$ cat config.mk
export PLATFORM = sky130hd
export DESIGN_NAME = keypad_scan_debounce
export DESIGN_NICKNAME = d
export VERILOG_FILES = /design/src/rtl/keypad_scan_pkg.sv /design/src/rtl/keypad_sync.sv /design/src/rtl/keypad_scan_debounce.sv
export SDC_FILE = /design/constraint.sdc
export NUM_CORES = 1
export LEC_CHECK = 0
export BUFFER_PORTS_ARGS = -buffer_cell sky130_fd_sc_hd__buf_2
export CORE_MARGIN = 1
export CORE_UTILIZATION = 50
export DETAILED_ROUTE_END_ITERATION = 6
export PLACE_DENSITY = 0.69
export SETUP_SLACK_MARGIN = 0.1
export SYNTH_ARGS = -nofsm -noshare
export SYNTH_HDL_FRONTEND = slang
export SYNTH_HIERARCHICAL = 1
export SYNTH_SLANG_ARGS = --single-unit
$ cat constraint.sdc
create_clock -name clk -period 7.3 [get_ports clk]
set_input_delay 0.365 -clock clk [delete_from_list [all_inputs] [get_ports clk]]
set_output_delay 0.365 -clock clk [all_outputs]
set_load 0.05 [all_outputs]
$ cat src/rtl/keypad_scan_pkg.sv
// Shared constants, key-word field layout and scan state type for the keypad scanner.
package keypad_scan_pkg;

    localparam int unsigned ROWS            = 4;
    localparam int unsigned COLS            = 4;
    localparam int unsigned KEY_W           = 6;
    localparam int unsigned KEY_CODE_W      = 4;

    localparam int unsigned KEY_CODE_LSB    = 0;
    localparam int unsigned KEY_PRESSED_BIT = 4;
    localparam int unsigned KEY_MULTI_BIT   = 5;

    typedef enum logic {
        IDLE_SCAN,
        PRESS_SCAN
    } scan_state_e;

    // Field order matches key_word so a result can be compared as one value.
    typedef struct packed {
        logic                  multi;
        logic                  pressed;
        logic [KEY_CODE_W-1:0] code;
    } key_res_t;

endpackage

$ cat src/rtl/keypad_sync.sv
// Two-flop synchronizer for the keypad columns; resets to all-ones (idle, pulled up).
module keypad_sync #(
    parameter int unsigned WIDTH = 4
) (
    input  logic             clk,
    input  logic             reset_n,
    input  logic [WIDTH-1:0] d,
    output logic [WIDTH-1:0] q
);

    logic [WIDTH-1:0] meta;

    always_ff @(posedge clk or negedge reset_n) begin
        if (!reset_n) begin
            meta <= '1;
            q    <= '1;
        end else begin
            meta <= d;
            q    <= meta;
        end
    end

endmodule

$ cat src/rtl/keypad_scan_debounce.sv
// 4x4 keypad row scanner with sweep-level debounce producing the PIO key word.
// Optional held-key autorepeat is enabled by defining KEYPAD_SCAN_AUTOREPEAT_EN.
module keypad_scan_debounce
    import keypad_scan_pkg::*;
#(
    parameter int unsigned SCAN_DIV        = 1000,
    parameter int unsigned DEBOUNCE_SWEEPS = 8,
    parameter int unsigned REPEAT_SWEEPS   = 64
) (
    input  logic             clk,
    input  logic             reset_n,
    input  logic [COLS-1:0]  col_n,
    output logic [ROWS-1:0]  row_n,
    output logic [KEY_W-1:0] key_word
);

    localparam int unsigned DW_W  = $clog2(SCAN_DIV);
    localparam int unsigned N_W   = $clog2(DEBOUNCE_SWEEPS + 1);
    localparam int unsigned ROW_W = $clog2(ROWS);
    localparam int unsigned IMG_W = ROWS * COLS;

    if (SCAN_DIV < 4 || DEBOUNCE_SWEEPS < 1 || REPEAT_SWEEPS < 2) begin : g_bad_params
        $error("keypad_scan_debounce: illegal parameter value");
    end

    logic [COLS-1:0]       col_s;
    logic [ROW_W-1:0]      row;
    logic [DW_W-1:0]       dwell;
    logic [IMG_W-1:0]      image, image_next;
    key_res_t              raw, cand, cand_next;
    logic [N_W-1:0]        run, run_next;
    scan_state_e           state, state_next;
    logic                  multi, multi_next;
    logic [KEY_CODE_W-1:0] code, code_next;
    logic                  sample, sweep_end, accept, gap_next;
    logic [KEY_W-1:0]      key_word_next;

`ifdef KEYPAD_SCAN_AUTOREPEAT_EN
    localparam int unsigned RPT_W = $clog2(REPEAT_SWEEPS);
    logic [RPT_W-1:0] rpt, rpt_next;
    logic             gap;
`endif

    keypad_sync #(.WIDTH(COLS)) u_sync (
        .clk     (clk),
        .reset_n (reset_n),
        .d       (col_n),
        .q       (col_s)
    );

    assign row_n = ~(ROWS'(1) << row);

    always_ff @(posedge clk or negedge reset_n) begin
        if (!reset_n) state <= IDLE_SCAN;
        else          state <= state_next;
    end

    always_comb begin
        sample     = (dwell == DW_W'(SCAN_DIV - 1));
        sweep_end  = sample && (row == ROW_W'(ROWS - 1));
        image_next = image;
        if (sample) image_next[{row, 2'b00} +: COLS] = ~col_s;

        // Raw result includes the row being sampled on this very cycle.
        raw         = '0;
        raw.pressed = |image_next;
        raw.multi   = |(image_next & (image_next - IMG_W'(1)));
        for (int unsigned i = IMG_W; i > 0; i--) begin
            if (image_next[i-1]) raw.code = KEY_CODE_W'(i - 1);
        end

        cand_next  = cand;
        run_next   = run;
        state_next = state;
        multi_next = multi;
        code_next  = code;
        accept     = 1'b0;
        if (sweep_end) begin
            if (raw != cand) begin
                cand_next = raw;
                run_next  = N_W'(1);
            end else if (run != N_W'(DEBOUNCE_SWEEPS)) begin
                run_next = run + N_W'(1);
            end
            // A released candidate only differs from stable in the pressed flag;
            // the retained code must not count as a difference.
            if (run_next == N_W'(DEBOUNCE_SWEEPS)) begin
                if (cand_next.pressed)
                    accept = (state == IDLE_SCAN) || (cand_next.code != code)
                             || (cand_next.multi != multi);
                else
                    accept = (state == PRESS_SCAN);
            end
            if (accept) begin
                state_next = cand_next.pressed ? PRESS_SCAN : IDLE_SCAN;
                multi_next = cand_next.multi;
                if (cand_next.pressed) code_next = cand_next.code;
            end
        end

`ifdef KEYPAD_SCAN_AUTOREPEAT_EN
        rpt_next = rpt;
        gap_next = gap;
        if (sweep_end) begin
            if (state_next != PRESS_SCAN || state == IDLE_SCAN || code_next != code) begin
                rpt_next = '0;
                gap_next = 1'b0;
            end else if (rpt == RPT_W'(REPEAT_SWEEPS - 1)) begin
                rpt_next = '0;
                gap_next = 1'b1;
            end else begin
                rpt_next = rpt + RPT_W'(1);
                gap_next = 1'b0;
            end
        end
`else
        gap_next = 1'b0;
`endif

        key_word_next                                   = '0;
        key_word_next[KEY_CODE_LSB +: KEY_CODE_W]       = code_next;
        key_word_next[KEY_PRESSED_BIT]                  = (state_next == PRESS_SCAN) && !gap_next;
        key_word_next[KEY_MULTI_BIT]                    = multi_next;
    end

    always_ff @(posedge clk or negedge reset_n) begin
        if (!reset_n) begin
            row      <= '0;
            dwell    <= '0;
            image    <= '0;
            cand     <= '0;
            run      <= '0;
            multi    <= 1'b0;
            code     <= '0;
            key_word <= '0;
`ifdef KEYPAD_SCAN_AUTOREPEAT_EN
            rpt      <= '0;
            gap      <= 1'b0;
`endif
        end else begin
            if (sample) begin
                dwell <= '0;
                row   <= row + 1'b1;
            end else begin
                dwell <= dwell + 1'b1;
            end
            image    <= image_next;
            cand     <= cand_next;
            run      <= run_next;
            multi    <= multi_next;
            code     <= code_next;
            key_word <= key_word_next;
`ifdef KEYPAD_SCAN_AUTOREPEAT_EN
            rpt      <= rpt_next;
            gap      <= gap_next;
`endif
        end
    end

endmodule

* Word level (Yosys, flattened, before mapping)
Cells that the tools add are included.
** Storage, ports and cells
- Register bits after elaboration :: 58
- Bits of input ports :: 6
- Word-level logic and storage cells :: 72
** Operators by class
- Add/sub/neg operators :: 5
- Eq/ne operators :: 7
- Shift-type cells :: 3
- Mux-type cells :: 35
- Bitwise gates (word level) :: 4
- Reduce and logical (&&, ||, !) cells :: 5
** Operator list (number)
- 2-to-1 mux 4 bit :: 22
- OR reduction 16 bit :: 2
- AND 16 bit :: 1
- bitwise mux 16 bit :: 1
- 2-to-1 mux 16 bit :: 1
- variable shift 4 x 6 -> 16 bit (first input constant) :: 1
- indexed part select 4 x 6 -> 16 bit :: 1
- subtractor 16 x 1 -> 16 bit (second input constant) :: 1
- 2-to-1 mux 6 bit :: 2
- adder 10 x 1 -> 10 bit (second input constant) :: 1
- equality test 10 bit (second input constant) :: 1
- 2-to-1 mux 10 bit :: 1
- 2-to-1 mux 1 bit :: 8
- NOT 4 bit :: 2
- != test 6 bit :: 1
- negation 4 -> 6 bit :: 1
- adder 4 x 1 -> 4 bit (second input constant) :: 1
- equality test 4 bit (second input constant) :: 1
- != test 4 bit :: 1
- != test 4 bit (second input constant) :: 1
- << shifter 1 x 2 -> 4 bit (first input constant) :: 1
- adder 2 x 1 -> 2 bit (second input constant) :: 1
- equality test 2 bit (second input constant) :: 1
- logical OR 1 bit :: 2
- other kinds (3) :: 3

* Depth between registers and ports, before layout
- Depth in word-level cells :: 31
- Gate-level depth with buffers :: 14
- Gate-level depth less buffers :: 12

* Modules after synthesis
Netlist, hierarchy kept.
** Modules (own cells, without submodules)
- keypad_scan_debounce :: instances 1, cells each 353, area each 3138.0 µm², seq. area each 1101.1 µm²
- keypad_sync :: instances 1, cells each 8, area each 210.2 µm², seq. area each 210.2 µm²

* Worst setup path before layout
Ideal clock, no wire load.
- Path kind :: register -> register
- Start point :: register row[0]
- End point :: register code[2]
- Library setup time :: 0.125 ns
- Arrival time :: 3.471 ns
- Setup slack :: 3.704 ns
- Cell stages (with the launch flop) :: 13
- Buffers on the path :: 0
- Clock period less this slack :: 3.596 ns
- Cells stage by stage :: dfrtp_1 > inv_1 > ha_1 > nor3b_1 > nand2_1 > mux2i_1 > nor2_1 > o2bb2ai_1 > nor4b_4 > xnor2_1 > nor4b_4 > nand4_4 > mux2_4
** Between the ends
- Longest elaborated chain between the ends :: 31
- Elaborated cells between the ends (all ways) :: 43
- Classes of those cells :: add/sub: 2; eq/ne: 5; shift: 2; mux: 28; bitwise: 1; reduce/logical: 5
** RTL lines
- start, declared :: line keypad_scan_debounce.sv:27 : logic [ROW_W-1:0] row;
- start signal, assigned :: line keypad_scan_debounce.sv:143 : row <= row + 1'b1;
- negation 4 -> 6 bit :: line keypad_scan_debounce.sv:62 : if (sample) image_next[{row, 2'b00} +: COLS] = ~col_s;
- indexed part select 4 x 6 -> 16 bit / variable shift 4 x 6 -> 16 bit (equally long branches) :: line keypad_scan_debounce.sv:62
- bitwise mux 16 bit :: line keypad_scan_debounce.sv:62
- 2-to-1 mux 16 bit :: line keypad_scan_debounce.sv:62
- 2-to-1 mux 4 bit (16 in a row) :: line keypad_scan_debounce.sv:69 : if (image_next[i-1]) raw.code = KEY_CODE_W'(i - 1);
- != test 6 bit :: line keypad_scan_debounce.sv:79 : if (raw != cand) begin
- 2-to-1 mux 6 bit :: line keypad_scan_debounce.sv:79
- 2-to-1 mux 6 bit :: line keypad_scan_debounce.sv:78 : if (sweep_end) begin
- != test 4 bit :: line keypad_scan_debounce.sv:89 : accept = (state == IDLE_SCAN) || (cand_next.code != code)
- logical OR 1 bit :: line keypad_scan_debounce.sv:89
- logical OR 1 bit :: line keypad_scan_debounce.sv:90 : || (cand_next.multi != multi);
- 2-to-1 mux 1 bit :: line keypad_scan_debounce.sv:88 : if (cand_next.pressed)
- 2-to-1 mux 1 bit :: line keypad_scan_debounce.sv:87 : if (run_next == N_W'(DEBOUNCE_SWEEPS)) begin
- 2-to-1 mux 1 bit :: line keypad_scan_debounce.sv:78
- 2-to-1 mux 4 bit :: line keypad_scan_debounce.sv:94 : if (accept) begin
- 2-to-1 mux 4 bit * :: line keypad_scan_debounce.sv:78
- end signal, assigned :: line keypad_scan_debounce.sv:151 : code <= code_next;
- end, declared :: line keypad_scan_debounce.sv:34 : logic [KEY_CODE_W-1:0] code, code_next;
Mark *: on every way between the ends. The rest lies on a longest branch, timed or not. The select of a mux whose other input is x is not followed.
A chain may end at the register's enable or synchronous reset.

* Worst setup path in the final report
- Start point :: register dwell[0]
- End point :: register code[0]
** Between the ends
- Longest elaborated chain between the ends :: 29
- Elaborated cells between the ends (all ways) :: 39
- Classes of those cells :: add/sub: 1; eq/ne: 5; mux: 27; bitwise: 1; reduce/logical: 5
** RTL lines
- start, declared :: line keypad_scan_debounce.sv:28 : logic [DW_W-1:0] dwell;
- start signal, assigned :: line keypad_scan_debounce.sv:145 : dwell <= dwell + 1'b1;
- equality test 10 bit * :: line keypad_scan_debounce.sv:59 : sample = (dwell == DW_W'(SCAN_DIV - 1));
- 2-to-1 mux 16 bit :: line keypad_scan_debounce.sv:62
- 2-to-1 mux 4 bit (16 in a row) :: line keypad_scan_debounce.sv:69
- != test 6 bit :: line keypad_scan_debounce.sv:79
- 2-to-1 mux 6 bit :: line keypad_scan_debounce.sv:79
- 2-to-1 mux 6 bit :: line keypad_scan_debounce.sv:78
- != test 4 bit :: line keypad_scan_debounce.sv:89
- logical OR 1 bit :: line keypad_scan_debounce.sv:89
- logical OR 1 bit :: line keypad_scan_debounce.sv:90
- 2-to-1 mux 1 bit :: line keypad_scan_debounce.sv:88
- 2-to-1 mux 1 bit :: line keypad_scan_debounce.sv:87
- 2-to-1 mux 1 bit :: line keypad_scan_debounce.sv:78
- 2-to-1 mux 4 bit :: line keypad_scan_debounce.sv:94
- 2-to-1 mux 4 bit * :: line keypad_scan_debounce.sv:78
Marked as above.

==> reports/results.tsv <==
stage	metric	value	unit
clock_tree	post-cts sizing count	0	
floorplanning	Top-Level Pins	16	
placed_design	number of I/O port buffers	15	
sta	final setup margin	2950	ps
floorplanning	chip height	83.8	um
setup_path	required time reported for the critical path endpoint	7510	ps
clock_tree	Clock Tree Buf Depth	2	
clock_tree	clock buffer count from CTS	5	
flow_run	number of maximum-capacitance violations	0	
layout	layout net count	381	
layout	Design Area, Final	3530	um2
setup_path	Worst Path Arrival	4560	ps
grt	maximum number of pins on one net before global-route repair	53	
sta	Slew @ Worst Pin	862	ps
setup_path	worst-path cell with the longest stage delay	sky130_fd_sc_hd__mux2i_1	
setup_path	cell-by-cell trace of the critical path	ha_1 -> and4b_1 -> nand4_1 -> mux2i_1 -> nor2_1 -> o2bb2ai_1 -> nor4b_4 -> xnor2_1 -> nor4b_4 -> nand4_4 -> mux2_4	
placed_design	gp weighted congestion	0.890	
clock_tree	buffer cell driving the clock tree root	sky130_fd_sc_hd__clkbuf_8	
synthesis	leading cell types by count after synthesis	44 x sky130_fd_sc_hd__dfrtp_1, 40 x sky130_fd_sc_hd__nand2_1, 31 x sky130_fd_sc_hd__nor2_1	
synthesis	primary flip-flop cell chosen by synthesis mapping	sky130_fd_sc_hd__dfrtp_1	
setup_path	most prevalent standard cell on the critical path	sky130_fd_sc_hd__nor4b_4	
synthesis	gate count of the mapped netlist	361	
synthesis	main area contributors after synthesis	sky130_fd_sc_hd__dfrtp_1 33%, sky130_fd_sc_hd__dfstp_2 6.3%, sky130_fd_sc_hd__mux2i_1 4.5%	
setup_path	CP delay by family, top	simple AND/OR/NAND/NOR gates	
sta	count of endpoints failing hold in the final timing report	0	
pwr	static leakage	1.68	nW
grt	overall global routing resource usage	22.1	%
grt	vias in the first global route	2403	
setup_path	reg2reg setup slack	2950	ps
route	number of DRC markers after the initial detailed-route iteration	157	
setup_path	Worst setup SP type	flop	
route	WL met3	280	um
clock_tree	clock slew seen by the registers of the worst setup and hold paths	100	ps
pwr	total power of the final layout	0.489	mW
route	aggregate routed wire length	7.34	mm
synthesis	syn_nets	375	
layout	number of filler cells placed in the layout	600	
route	DR vias/cell	5.95	
placed_design	Post-Place Worst Slack	2970	ps
sta	aggregate negative setup slack	0	ps
synthesis	leading area contributor after synthesis	sky130_fd_sc_hd__dfrtp_1	
hold_path	class of the most critical hold timing path	in -> reg	
setup_path	CP max stage delay	740	ps
pwr	worst-case vdd ir drop	92.1	uV
floorplanning	area of the die	7030	um2
layout	final cell count without fillers	445	
clock_tree	clock latency on the worst-skew pair	320	ps
placed_design	DP Wirelength	5.38	mm
route	Avg WL per Cell	16.5	um
route	M1 wire length	3.70	mm
clock_tree	Max H-tree Level	2	
placed_design	instance area after placement	3430	um2
route	count of vias placed by the detailed router	2648	
route	Remaining DRCs	2	
floorplanning	width of the chip	83.8	um
outcome	violations in the final reports	design-rule violations	
outcome	run status	finished, violations left	
setup_path	worst-path maximum fanout	20	
pwr	Power Dens Cells	139	nW/um2
route	antenna violation net count after detailed routing	0	
placed_design	total placed cells including tap cells	437	
grt	gr ovfl total	0	
route	top layer in use	met4	
synthesis	Synth top area share	32.9	%
layout	Antenna Diode Count	0	
layout	synth-to-layout area growth	5.46	%
synthesis	number of distinct standard cells referenced by the synthesized netlist	60	
route	DRT Pass-1 Iters	6	
clock_tree	CTS Hold Bufs	0	
synthesis	Netlist Area Pre-Place	3350	um2
sta	portion of the clock cycle consumed by the worst path in the final layout	59.6	%
sta	RSZ-0062 raised after global routing	no	
synthesis	post-synthesis average cell area	9.27	um2
grt	global-route wire length before repair	12.3	mm
floorplanning	Placeable Area	6420	um2
layout	share of cells above drive strength 1	16.3	%
sta	highest clock frequency the design can meet	0.230	GHz
setup_path	count of buffer and inverter cells on the critical path	0	
layout	post-route core utilization	55.0	%
sta	min Tclk post-route	4350	ps
sta	worst clock skew	11.2	ps
grt	number of antenna violations at the first check in global routing	0	
sta	Setup violations, final	0	
floorplanning	Initial Util	52.1	%
clock_tree	setup fix buffers added after clock tree synthesis	0	
synthesis	flop and latch count out of synthesis	52	
clock_tree	TritonCTS clock tree	done	
synthesis	total of warnings raised by yosys	6	
synthesis	Post-synth EDFFs	0	
synthesis	sequential share of the synthesized area	39.2	%
sta	max-slew violation count	0	
sta	Worst Hold Slack	135	ps
floorplanning	Cell Rows	29	
route	met2 routed WL	3.27	mm
clock_tree	Sink Count	52	
setup_path	capturing element type of the critical path	flop	
setup_path	Crit Path Class	reg -> reg	
sta	normalized max-slew margin	42.4	%
synthesis	cell with the most instances after synthesis	sky130_fd_sc_hd__dfrtp_1	
synthesis	share of flip-flops with an asynchronous set or reset after synthesis	100	%
[kinds of logic after synthesis]
logic type	count (synthesis)	share of synthesized area, %
multiplexers	27	8.97
adder cells (fa/ha/maj)	9	3.29
buffers and inverters	33	4.60
AO/OA/AOI/OAI	86	17.4
XOR/XNOR	11	2.88
flip-flops	52	39.2
AND/OR/NAND/NOR	143	23.7
[metal layers]
| metal | up-vias | global-route usage [%] |
|---|---|---|
| met2 | 64 | 33.4 |
| met3 | 7 | 3.46 |
| met5 | - | 0 |
| met1 | 1255 | 33.0 |
| li1 | 1322 | - |
| met4 | 0 | 5.64 |
[final timing paths]
check	start	end	cells after the start
max	dwell[0]	code[0]	11
min	col_n[3]	u_sync/meta[3]	1
max reg2reg	dwell[0]	code[0]	11
min reg2reg	u_sync/meta[0]	u_sync/q[0]	0
max in group asynchronous	reset_n	image[11]	2
min in group asynchronous	reset_n	dwell[7]	2
[report_power, final]
| group | internal (mW) | total (mW) | switching [mW] |
|---|---|---|---|
| combinational | 0.00316 | 0.0118 | 0.00859 |
| clock | 0.0726 | 0.180 | 0.107 |
| sequential | 0.292 | 0.298 | 0.00540 |
| total | 0.368 | 0.489 | 0.121 |
[cell usage in the layout (no fill, tap or decap), types with 3 or more instances in the layout]
cell type and instances:
sky130_fd_sc_hd__o211ai_1 3, sky130_fd_sc_hd__mux2i_1 15, sky130_fd_sc_hd__mux2_4 4, sky130_fd_sc_hd__o21ai_0 23
sky130_fd_sc_hd__o31ai_1 11, sky130_fd_sc_hd__nor3_1 5, sky130_fd_sc_hd__or2_2 6, sky130_fd_sc_hd__nor3b_1 3
sky130_fd_sc_hd__o22ai_1 3, sky130_fd_sc_hd__a21oi_1 12, sky130_fd_sc_hd__and2_1 3, sky130_fd_sc_hd__nand4_1 8
sky130_fd_sc_hd__nor2b_1 3, sky130_fd_sc_hd__nand2b_1 4, sky130_fd_sc_hd__nor4_1 5, sky130_fd_sc_hd__dfrtp_1 44
sky130_fd_sc_hd__nand3_1 14, sky130_fd_sc_hd__dfstp_2 8, sky130_fd_sc_hd__clkbuf_8 5, sky130_fd_sc_hd__inv_1 16
sky130_fd_sc_hd__a31oi_1 5, sky130_fd_sc_hd__nand2_1 40, sky130_fd_sc_hd__o2bb2ai_1 6, sky130_fd_sc_hd__xnor2_1 7
sky130_fd_sc_hd__or3_1 6, sky130_fd_sc_hd__nor2_1 31, sky130_fd_sc_hd__buf_2 15, sky130_fd_sc_hd__ha_1 8
sky130_fd_sc_hd__xor2_1 4, sky130_fd_sc_hd__mux2_2 7
[cell type report]
| cell class | instances | area [um2] | area share [%] |
|---|---|---|---|
| Clock buffer | 5 | 68.8 | 1.95 |
| Clock inverter | 3 | 28.8 | 0.815 |
| Inverter | 16 | 60.1 | 1.70 |
| Multi-Input combinational cell | 276 | 1880 | 53.3 |
| Sequential cell | 52 | 1310 | 37.1 |
| Tap cell | 77 | 96.3 | 2.73 |
| Timing Repair Buffer | 16 | 82.6 | 2.34 |
[flip-flops by register name, indices dropped and copies added (netlist names)]
register     cells
cand             6
code             3
dwell           10
image           16
key_word         3
row              2
run              4
u_sync/meta      4
u_sync/q         4
Power figures use the tool's default switching activity.
